## config.mk

```make
export PLATFORM = sky130hd
export DESIGN_NAME = cv32e40s_alert_sequencer
export DESIGN_NICKNAME = d
export VERILOG_FILES = /design/src/rtl/cv32e40s_alert_sequencer.sv
export SDC_FILE = /design/constraint.sdc
export NUM_CORES = 1
export LEC_CHECK = 0
export CAP_MARGIN = 30
export CORE_MARGIN = 2
export CORE_UTILIZATION = 50
export DETAILED_ROUTE_END_ITERATION = 16
export PLACE_DENSITY = 0.81
export SLEW_MARGIN = 20
export SYNTH_ARGS = -nofsm -noshare
export SYNTH_HDL_FRONTEND = slang
export SYNTH_SLANG_ARGS = --single-unit
```

## constraint.sdc

```tcl
create_clock -name clk -period 6.5 [get_ports clk]
set_clock_uncertainty 0.1 [all_clocks]
set_input_delay 1.3 -clock clk [delete_from_list [all_inputs] [get_ports clk]]
set_output_delay 1.3 -clock clk [all_outputs]
set_load 0.005 [all_outputs]
```

## src/rtl/cv32e40s_alert_sequencer.sv

```systemverilog
// Alert sequencer: leaky minor-alert counter with escalation, and a four-phase
// req/ack handshake that carries a severity code toward the SoC alert receiver.
module cv32e40s_alert_sequencer #(
  parameter int unsigned MINOR_THRESHOLD = 4,
  parameter int unsigned LEAK_PERIOD     = 1024
) (
  input  logic       clk,
  input  logic       rst,
  input  logic       alert_minor_i,
  input  logic       alert_major_i,
  input  logic       alert_ack_i,
  output logic       alert_req_o,
  output logic [1:0] alert_severity_o,
  output logic       alert_fatal_o,
  output logic [3:0] minor_count_o
);

  typedef enum logic [1:0] {
    IDLE,
    REQ,
    WAIT_LOW
  } state_e;

  localparam logic [3:0]  THRESH   = 4'(MINOR_THRESHOLD);
  localparam logic [15:0] LEAK_MAX = 16'(LEAK_PERIOD - 1);

  localparam logic [1:0] SEV_IDLE  = 2'b00;
  localparam logic [1:0] SEV_MINOR = 2'b01;
  localparam logic [1:0] SEV_MAJOR = 2'b10;

  state_e      state_q;
  logic [3:0]  count_q;
  logic [15:0] leak_q;
  logic        pend_major_q;
  logic        pend_minor_q;
  logic        fatal_q;
  logic        req_q;
  logic [1:0]  sev_q;

  logic [3:0]  count_inc;
  logic        escalate;
  logic        new_major;
  logic        new_minor;

  // An escalating minor is delivered only as a major, never as a minor too.
  assign count_inc = count_q + 4'd1;
  assign escalate  = alert_minor_i && (count_inc == THRESH);
  assign new_major = alert_major_i || escalate;
  assign new_minor = alert_minor_i && !escalate;

  always_ff @(posedge clk or posedge rst) begin
    if (rst) begin
      count_q <= 4'd0;
      leak_q  <= 16'd0;
    end else if (alert_minor_i) begin
      count_q <= escalate ? 4'd0 : count_inc;
      leak_q  <= 16'd0;
    end else if (count_q != 4'd0) begin
      if (leak_q == LEAK_MAX) begin
        leak_q  <= 16'd0;
        count_q <= count_q - 4'd1;
      end else begin
        leak_q <= leak_q + 16'd1;
      end
    end else begin
      leak_q <= 16'd0;
    end
  end

  always_ff @(posedge clk or posedge rst) begin
    if (rst) begin
      fatal_q <= 1'b0;
    end else if (new_major) begin
      fatal_q <= 1'b1;
    end
  end

  // A major launch absorbs any pending minor; alerts arriving mid-handshake
  // are parked in the pending flags until the FSM is back in IDLE.
  always_ff @(posedge clk or posedge rst) begin
    if (rst) begin
      state_q      <= IDLE;
      req_q        <= 1'b0;
      sev_q        <= SEV_IDLE;
      pend_major_q <= 1'b0;
      pend_minor_q <= 1'b0;
    end else begin
      case (state_q)
        IDLE: begin
          if (pend_major_q || new_major) begin
            state_q      <= REQ;
            req_q        <= 1'b1;
            sev_q        <= SEV_MAJOR;
            pend_major_q <= 1'b0;
            pend_minor_q <= 1'b0;
          end else if (pend_minor_q || new_minor) begin
            state_q      <= REQ;
            req_q        <= 1'b1;
            sev_q        <= SEV_MINOR;
            pend_minor_q <= 1'b0;
          end
        end
        REQ: begin
          pend_major_q <= pend_major_q || new_major;
          pend_minor_q <= pend_minor_q || new_minor;
          if (alert_ack_i) begin
            state_q <= WAIT_LOW;
            req_q   <= 1'b0;
          end
        end
        WAIT_LOW: begin
          pend_major_q <= pend_major_q || new_major;
          pend_minor_q <= pend_minor_q || new_minor;
          if (!alert_ack_i) begin
            state_q <= IDLE;
            sev_q   <= SEV_IDLE;
          end
        end
        default: begin
          state_q <= IDLE;
          req_q   <= 1'b0;
          sev_q   <= SEV_IDLE;
        end
      endcase
    end
  end

  assign alert_req_o      = req_q;
  assign alert_severity_o = sev_q;
  assign alert_fatal_o    = fatal_q;
  assign minor_count_o    = count_q;

endmodule
```

## Yosys cells after proc, flatten, opt, wreduce, memory -nomap -nowiden

Cells that the tools add are included.

| word-level totals | value |
|---|---|
| bits in latches | 0 |
| logic and storage cells | 62 |
| flip-flop bits (word level) | 28 |
| memories kept | 0 |
| input bits | 5 |
| output and inout bits | 8 |
| bits in writable memories | 0 |
| memory bits (read-only) | 0 |

| operators by class | value |
|---|---|
| mux-type cells | 23 |
| add/subtract/negate cells | 3 |
| div/mod/pow operators | 0 |
| multipliers | 0 |
| eq/ne operators | 8 |
| reductions and logical operators | 18 |
| shifts and indexed selects | 0 |
| $lt $le $gt $ge | 0 |
| bitwise logic cells | 2 |

Operators by type and width:

| kind | number |
|---|---|
| two-way mux 16 bit | 3 |
| adder 16 x 1 -> 16 bit (second input constant) | 1 |
| equality test 16 x 10 -> 1 bit (second input constant) | 1 |
| two-way mux 4 bit | 4 |
| one-hot mux 2 bit (3 select lines) | 2 |
| two-way mux 2 bit | 5 |
| AND reduction 3 bit | 3 |
| two-way mux 1 bit | 6 |
| inequality test 2 bit (second input constant) | 3 |
| AND reduction 2 bit | 3 |
| nonzero test 2 bit | 3 |
| adder 4 x 1 -> 4 bit (second input constant) | 1 |
| equality test 4 x 3 -> 1 bit (second input constant) | 1 |
| one-hot mux 1 bit (2 select lines) | 2 |
| nonzero test 4 bit | 1 |
| subtractor 4 x 1 -> 4 bit (second input constant) | 1 |
| logical OR 1 bit | 3 |
| inequality test 3 bit (second input constant) | 1 |
| one-hot mux 1 bit (3 select lines) | 1 |
| equality test 2 x 1 -> 1 bit (second input constant) | 1 |
| equality test 2 bit (second input constant) | 1 |
| logical AND 1 bit | 2 |
| zero test 2 bit | 1 |
| NOT 1 bit | 2 |
| 2 further kinds | 2 |

## Logic depth before layout (Yosys ltp)

Gate-level depths: netlist (run 1).

| logic depth | value |
|---|---|
| depth after elaboration | 9 |
| gate-level depth with buffers | 8 |

## Worst setup path after synthesis (run 1)

Ideal clock, no wire load.

| timing path | value |
|---|---|
| kind | input to register |
| start point | in alert_minor_i |
| end point | reg state_q[0] |
| setup slack | 3,673 ps |
| data required time | 6,275 ps |
| buffers on the path | 0 |
| stages on the path | 4 |
| library setup time | 125 ps |
| data arrival time | 2,603 ps |
| cells stage by stage | or4b_2 -> o22ai_1 -> a21o_1 -> mux2_2 |

| between the ends | value |
|---|---|
| longest elaborated chain between the ends | 6 |

RTL lines:

| element | RTL line | text |
|---|---|---|
| start: declaration | 9 | `input logic alert_minor_i,` |
| logical AND 1 bit | 47 | `assign escalate = alert_minor_i && (count_inc == THRESH);` |
| zero test 1 bit | 49 | `assign new_minor = alert_minor_i && !escalate;` |
| logical AND 1 bit | 49 |  |
| logical OR 1 bit | 96 | `end else if (pend_minor_q \|\| new_minor) begin` |
| inequality test 3 bit (no line) | -- |  |
| AND reduction 3 bit (no line) | -- |  |
| end signal: assignment | 91 | `state_q <= REQ;` |
| end signal: assignment | 97 | `state_q <= REQ;` |
| end signal: assignment | 107 | `state_q <= WAIT_LOW;` |
| end: declaration | 31 | `state_e state_q;` |

Several ways; a longest one is shown, not always the timed one.
A chain may end at the register's enable or synchronous reset.

## Worst setup path in the final report (run 1)

| timing path | value |
|---|---|
| start point | in alert_minor_i |
| end point | reg state_q[1] |

The elaborated chain is that of the path after synthesis.

==> impl_metrics.tcl, run 1 <==
set metrics [dict create \
    status "finished clean" \
    tightest_slew_ns 0.733 \
    wire_per_inst_microns 13.9 \
    antenna_found_initial 0 \
    post_cts_resized 0 \
    max-slew-margin-rel_pct 51.0 \
    worst_ep_arrival_time_ns 3.39 \
    slew_viol_final 0 \
    design.die.area_sq_um 3760 \
    total_power_mw 0.610 \
    endpoint_kind "register" \
    viasPerCell 5.73 \
    fmaxAchievable_mhz 307 \
    drive_gt1_share_pct 6.32 \
    worstSkewPairLatency_ns 0.33 \
    cts_buffers 3 \
    diodes 0 \
    path_clk_slew_ns 0.15 \
    start_util_pct 53.3 \
    rows 20 \
    cts_tree "done" \
    hold_violations 0 \
    synth_cell_types 41 \
    first_pass_iters 4 \
    clockBufferDepth 2 \
    cts_root_buf "clkbuf_4" \
    min_period_over_period_pct 50.0 \
    hp-class "register to register" \
    yosys-top-cells-area "dfrtp_1, ha_1, xnor2_1" \
    gp_congestion 0.879 \
    grt_pass1_vias 1353 \
    yosysWarnings 0 \
    fp.dieW_microns 61.3 \
    portBuffers 12 \
    final.setup.tns_ns 0 \
    syn_avg_cell_area_sq_um 9.22 \
    leakagePower_nw 0.772 \
    syn-num-nets 192 \
    ys_seq_area_share_pct 42.7 \
    overflow 0 \
    synthFlopType "dfrtp_1" \
    grt_pass1_wl_microns 5840 \
    core_sq_um 3080 \
    startpoint_type "primary input" \
    path_max_fanout 12 \
    final.min_clock_period_ns 3.25 \
    required_ns 6.63 \
    grt_start_max_net_pins 18 \
    syn_inst 178 \
    synth_area_sq_um 1640 \
    fin_nets 205 \
    grt_usage_pct 20.8 \
    drtIter0Drc 91 \
    cts_hold_buf 0 \
    io_pins 13 \
    ys_seq_elements 28 \
    place_hpwl_microns 2470 \
    postCtsSetupRepairBufs 0 \
    syn_to_final_growth_pct 12.5 \
    routed_wl_microns 3260 \
    synth_top_cell_by_area "dfrtp_1" \
    drt_drc_violations_left 0 \
    synth_edf_count 0 \
    synth_top_area_share_pct 42.7 \
    power_density_nw_per_um2 330 \
    ant_nets 0 \
    drv_cap 0 \
    clock_sinks 28 \
    die_y_microns 61.3 \
    ys_top_cells_by_count "dfrtp_1, nor2_1, inv_1, nand2_1" \
    synthArstFlopShare_pct 100 \
    vias 1341 \
    path_class "primary input to register" \
    ir_worst_vdd_mv 0.149 \
    rsz0062_at_grt "no" \
    setup_violations 0 \
    synth_most_common_cell "dfrtp_1" \
    ctsHtreeMaxLevel 1 \
]
report_power, final:
group | leakage [nW] | internal [mW] | total (mW) | switching, mW
Clock | 0.0210 | 0.0343 | 0.0842 | 0.0499
Combinational | 0.385 | 0.135 | 0.263 | 0.128
Sequential | 0.366 | 0.212 | 0.262 | 0.0509
final cells by class:
cell class                      count  area (sq um)
Fill cell                         296          1230
Multi-Input combinational cell    129           860
Sequential cell                    28           701
Timing Repair Buffer               13           135
Inverter                           16          60.1
Tap cell                           44          55.1
Clock buffer                        4          36.3
cells in the final DEF, fill, tap and decap left out, types with 4 or more instances in the layout:
cell	synthesis	layout
dfrtp_1	28	28
nor2_1	19	19
inv_1	16	16
clkdlybuf4s50_1	0	12
nand2_1	10	10
xnor2_1	9	9
ha_1	9	9
nand3_1	8	8
nor3_1	7	7
or4_1	6	6
nand4_1	6	6
o21ai_0	6	6
a21oi_1	5	5
o211ai_1	5	5
or3_1	4	4
xor2_1	4	4
flip-flops by register name, summed over array words and instances, names as in the netlist:
name,flops
pend_major_q,1
alert_severity_o,2
pend_minor_q,1
leak_q,16
alert_req_o,1
alert_fatal_o,1
minor_count_o,4
state_q,2
through the flow:
stage | util [%] | cell area (sq um) | hold WS (ns) | setup WS [ns] | std cells
after detailed placement | 58.8 | 1810 | 0.381 | 2.92 | 230
after global routing | 60.0 | 1850 | 0.442 | 3.13 | 234
after CTS | 60.0 | 1850 | 0.413 | 3.25 | 234
after floorplan | - | 1640 | 0.346 | 3.67 | 178
after global placement | 58.3 | 1800 | 0.366 | 2.97 | 229
final | 60.0 | 1850 | 0.406 | 3.25 | 234
cell families after synthesis:
logic type      share of synthesized area (%)
compound gates                           12.0
xor+xnor                                 6.94
simple gates                             24.5
fa+ha+maj                                6.86
flops                                    42.7
mux                                      2.06
buf+inv                                  4.95
routing by layer:
| metal | track usage (%) | part of all wire (%) |
|---|---|---|
| met5 | 0 | 0 |
| met4 | 6.52 | 0.98 |
| met3 | 1.89 | 2.0 |
| met2 | 39.1 | 54 |
| met1 | 24.9 | 43 |
worst paths after layout:
path                                           start                      endpoint  slack (ns)  cells past startpoint
max in group asynchronous                        rst  minor_count_o[0]$_DFFE_PP0P_        4.54                      3
max reg2reg                     leak_q[10]$_DFF_PP0_          leak_q[13]$_DFF_PP0_        4.09                      4
min in group asynchronous                        rst           leak_q[5]$_DFF_PP0_        1.24                      2
max                                    alert_minor_i        state_q[1]$_DFFE_PP0P_        3.25                      5
min reg2reg                alert_fatal_o$_DFFE_PP0P_     alert_fatal_o$_DFFE_PP0P_        0.41                      2
min                        alert_fatal_o$_DFFE_PP0P_     alert_fatal_o$_DFFE_PP0P_        0.41                      2
critical path, stage by stage:
cell and delay, ns:
clkdlybuf4s50_1 0.61, or4b_2 0.78, o22ai_1 0.20, a21o_1 0.16, mux2_2 0.35
(Power assumes the default switching activity.)
==> inputs of run 2 (changes only) <==
- PLACE_DENSITY: 0.81 -> 0.84
- clock period: 6.5 -> 2.7 ns (I/O delays scaled with it)
==> impl_metrics.tcl, run 2 (synthesis gave the netlist of run 1 again) <==
set metrics [dict create \
    status "finished clean" \
    hold_ws_ns 0.404 \
    setup_violations 0 \
    grt_start_max_net_pins 29 \
    min_period_over_period_pct 88.9 \
    final.setup.tns_ns 0 \
    syn_to_final_growth_pct 13.5 \
    design.die.area_sq_um 3760 \
    rows 20 \
    worst_ep_arrival_time_ns 2.51 \
    required_ns 2.81 \
    grt_pass1_vias 1281 \
    fin_nets 206 \
    reg2reg_slack_ns 0.30 \
    tightest_slew_ns 0.670 \
    timing.rr.start "leak_q[10]$_DFF_PP0_" \
    vias 1349 \
    startpoint_type "register" \
    layout_commonest_cell "dfrtp_1" \
    fin_area_sq_um 1860 \
    largest_reg_flops 16 \
    viasPerCell 5.74 \
    io_pins 13 \
    endpoint "leak_q[10]$_DFF_PP0_" \
    path_class "register to register" \
    cts_hold_buf 0 \
    ir_worst_vdd_mv 0.436 \
    post_cts_resized 0 \
    die_y_microns 61.3 \
    final_cell_mix "dfrtp_1, nor2_1, inv_1" \
    overflow 0 \
    grt_pass1_wl_microns 5600 \
    fp.dieW_microns 61.3 \
    drv_cap 0 \
    hold_violations 0 \
    startpoint "leak_q[10]$_DFF_PP0_" \
    cts_root_buf "clkbuf_4" \
    diodes 0 \
    rr_endpoint "leak_q[10]$_DFF_PP0_" \
    drtIter0Drc 139 \
    cts_tree "done" \
    antenna_found_initial 0 \
    rsz0062_at_grt "no" \
    gp_congestion 0.936 \
    grt_usage_pct 20.1 \
    first_pass_iters 4 \
    regMostFlops "leak_q" \
    hp-class "register to register" \
    drive_gt1_share_pct 6.81 \
    slew_viol_final 0 \
    endpoint_kind "register" \
    clockBufferDepth 2 \
    leakagePower_nw 0.781 \
    drt_drc_violations_left 0 \
    place_hpwl_microns 2350 \
    start_util_pct 53.3 \
    postPlaceCellArea_sq_um 1810 \
    final.min_clock_period_ns 2.40 \
    worstSkewPairLatency_ns 0.35 \
    ant_nets 0 \
    ctsHtreeMaxLevel 1 \
    power_density_nw_per_um2 822 \
    core_sq_um 3080 \
    portBuffers 12 \
    path_max_fanout 14 \
    max-slew-margin-rel_pct 55.2 \
    path_clk_slew_ns 0.17 \
    postCtsSetupRepairBufs 0 \
    clock_sinks 28 \
    reg2reg_depth 4 \
    fmaxAchievable_mhz 417 \
    wire_per_inst_microns 13.6 \
    routed_wl_microns 3200 \
    cts_buffers 3 \
]
==> run 2: worst min path at each step <==
stage / startpoint / slack [ns] / to / cells after the start
global placement: alert_fatal_o$_DFFE_PP0P_ / 0.36 / alert_fatal_o$_DFFE_PP0P_ / 2
CTS: alert_fatal_o$_DFFE_PP0P_ / 0.41 / alert_fatal_o$_DFFE_PP0P_ / 2
floorplan: leak_q[0]$_DFF_PP0_ / 0.35 / leak_q[0]$_DFF_PP0_ / 1
global route: leak_q[0]$_DFF_PP0_ / 0.44 / leak_q[0]$_DFF_PP0_ / 1
finish: alert_fatal_o$_DFFE_PP0P_ / 0.40 / alert_fatal_o$_DFFE_PP0P_ / 2
detailed placement: alert_fatal_o$_DFFE_PP0P_ / 0.38 / alert_fatal_o$_DFFE_PP0P_ / 2
==> run 2: per-stage QoR <==
step | worst slack [ns] | std cells | total power, mW | util (%)
floorplan | 0.497 | 178 | 1.05 | -
global placement | 0.173 | 231 | 1.22 | 58.8
detailed placement | 0.119 | 231 | 1.26 | 58.8
CTS | 0.311 | 235 | 1.55 | 60.5
global route | 0.141 | 235 | 1.66 | 60.5
finish | 0.300 | 235 | 1.53 | 60.5
==> run 2: area by class of cell <==
class                      instances  area, sq um
sequential                        28          701
tap                               44         55.1
inverter                          16         60.1
clock buffer                       3         22.5
clock inverter                     1         30.0
timing repair buffer              14          135
fill                             268         1210
multi-input combinational        129          860
==> run 2: worst max-delay path: stages (launching register included) <==
cell	delay, ns
dfrtp_1	0.45
or4_1	0.53
or4_1	0.68
nand2_1	0.41
nor2_1	0.11
==> run 2: per-layer routing <==
metal | routed length [microns] | global-route usage, % | vias to the layer above
li1 | - | - | 654
met1 | 1370 | 24.5 | 653
met2 | 1640 | 35.0 | 36
met3 | 145 | 5.25 | 6
met4 | 40 | 5.59 | 0
met5 | 0 | 0 | -
==> run 2: report_power, final <==
group	total [mW]	switching, mW	internal (mW)
clock	0.284	0.134	0.150
combinational	0.619	0.296	0.322
sequential	0.629	0.120	0.509
total	1.53	0.550	0.982
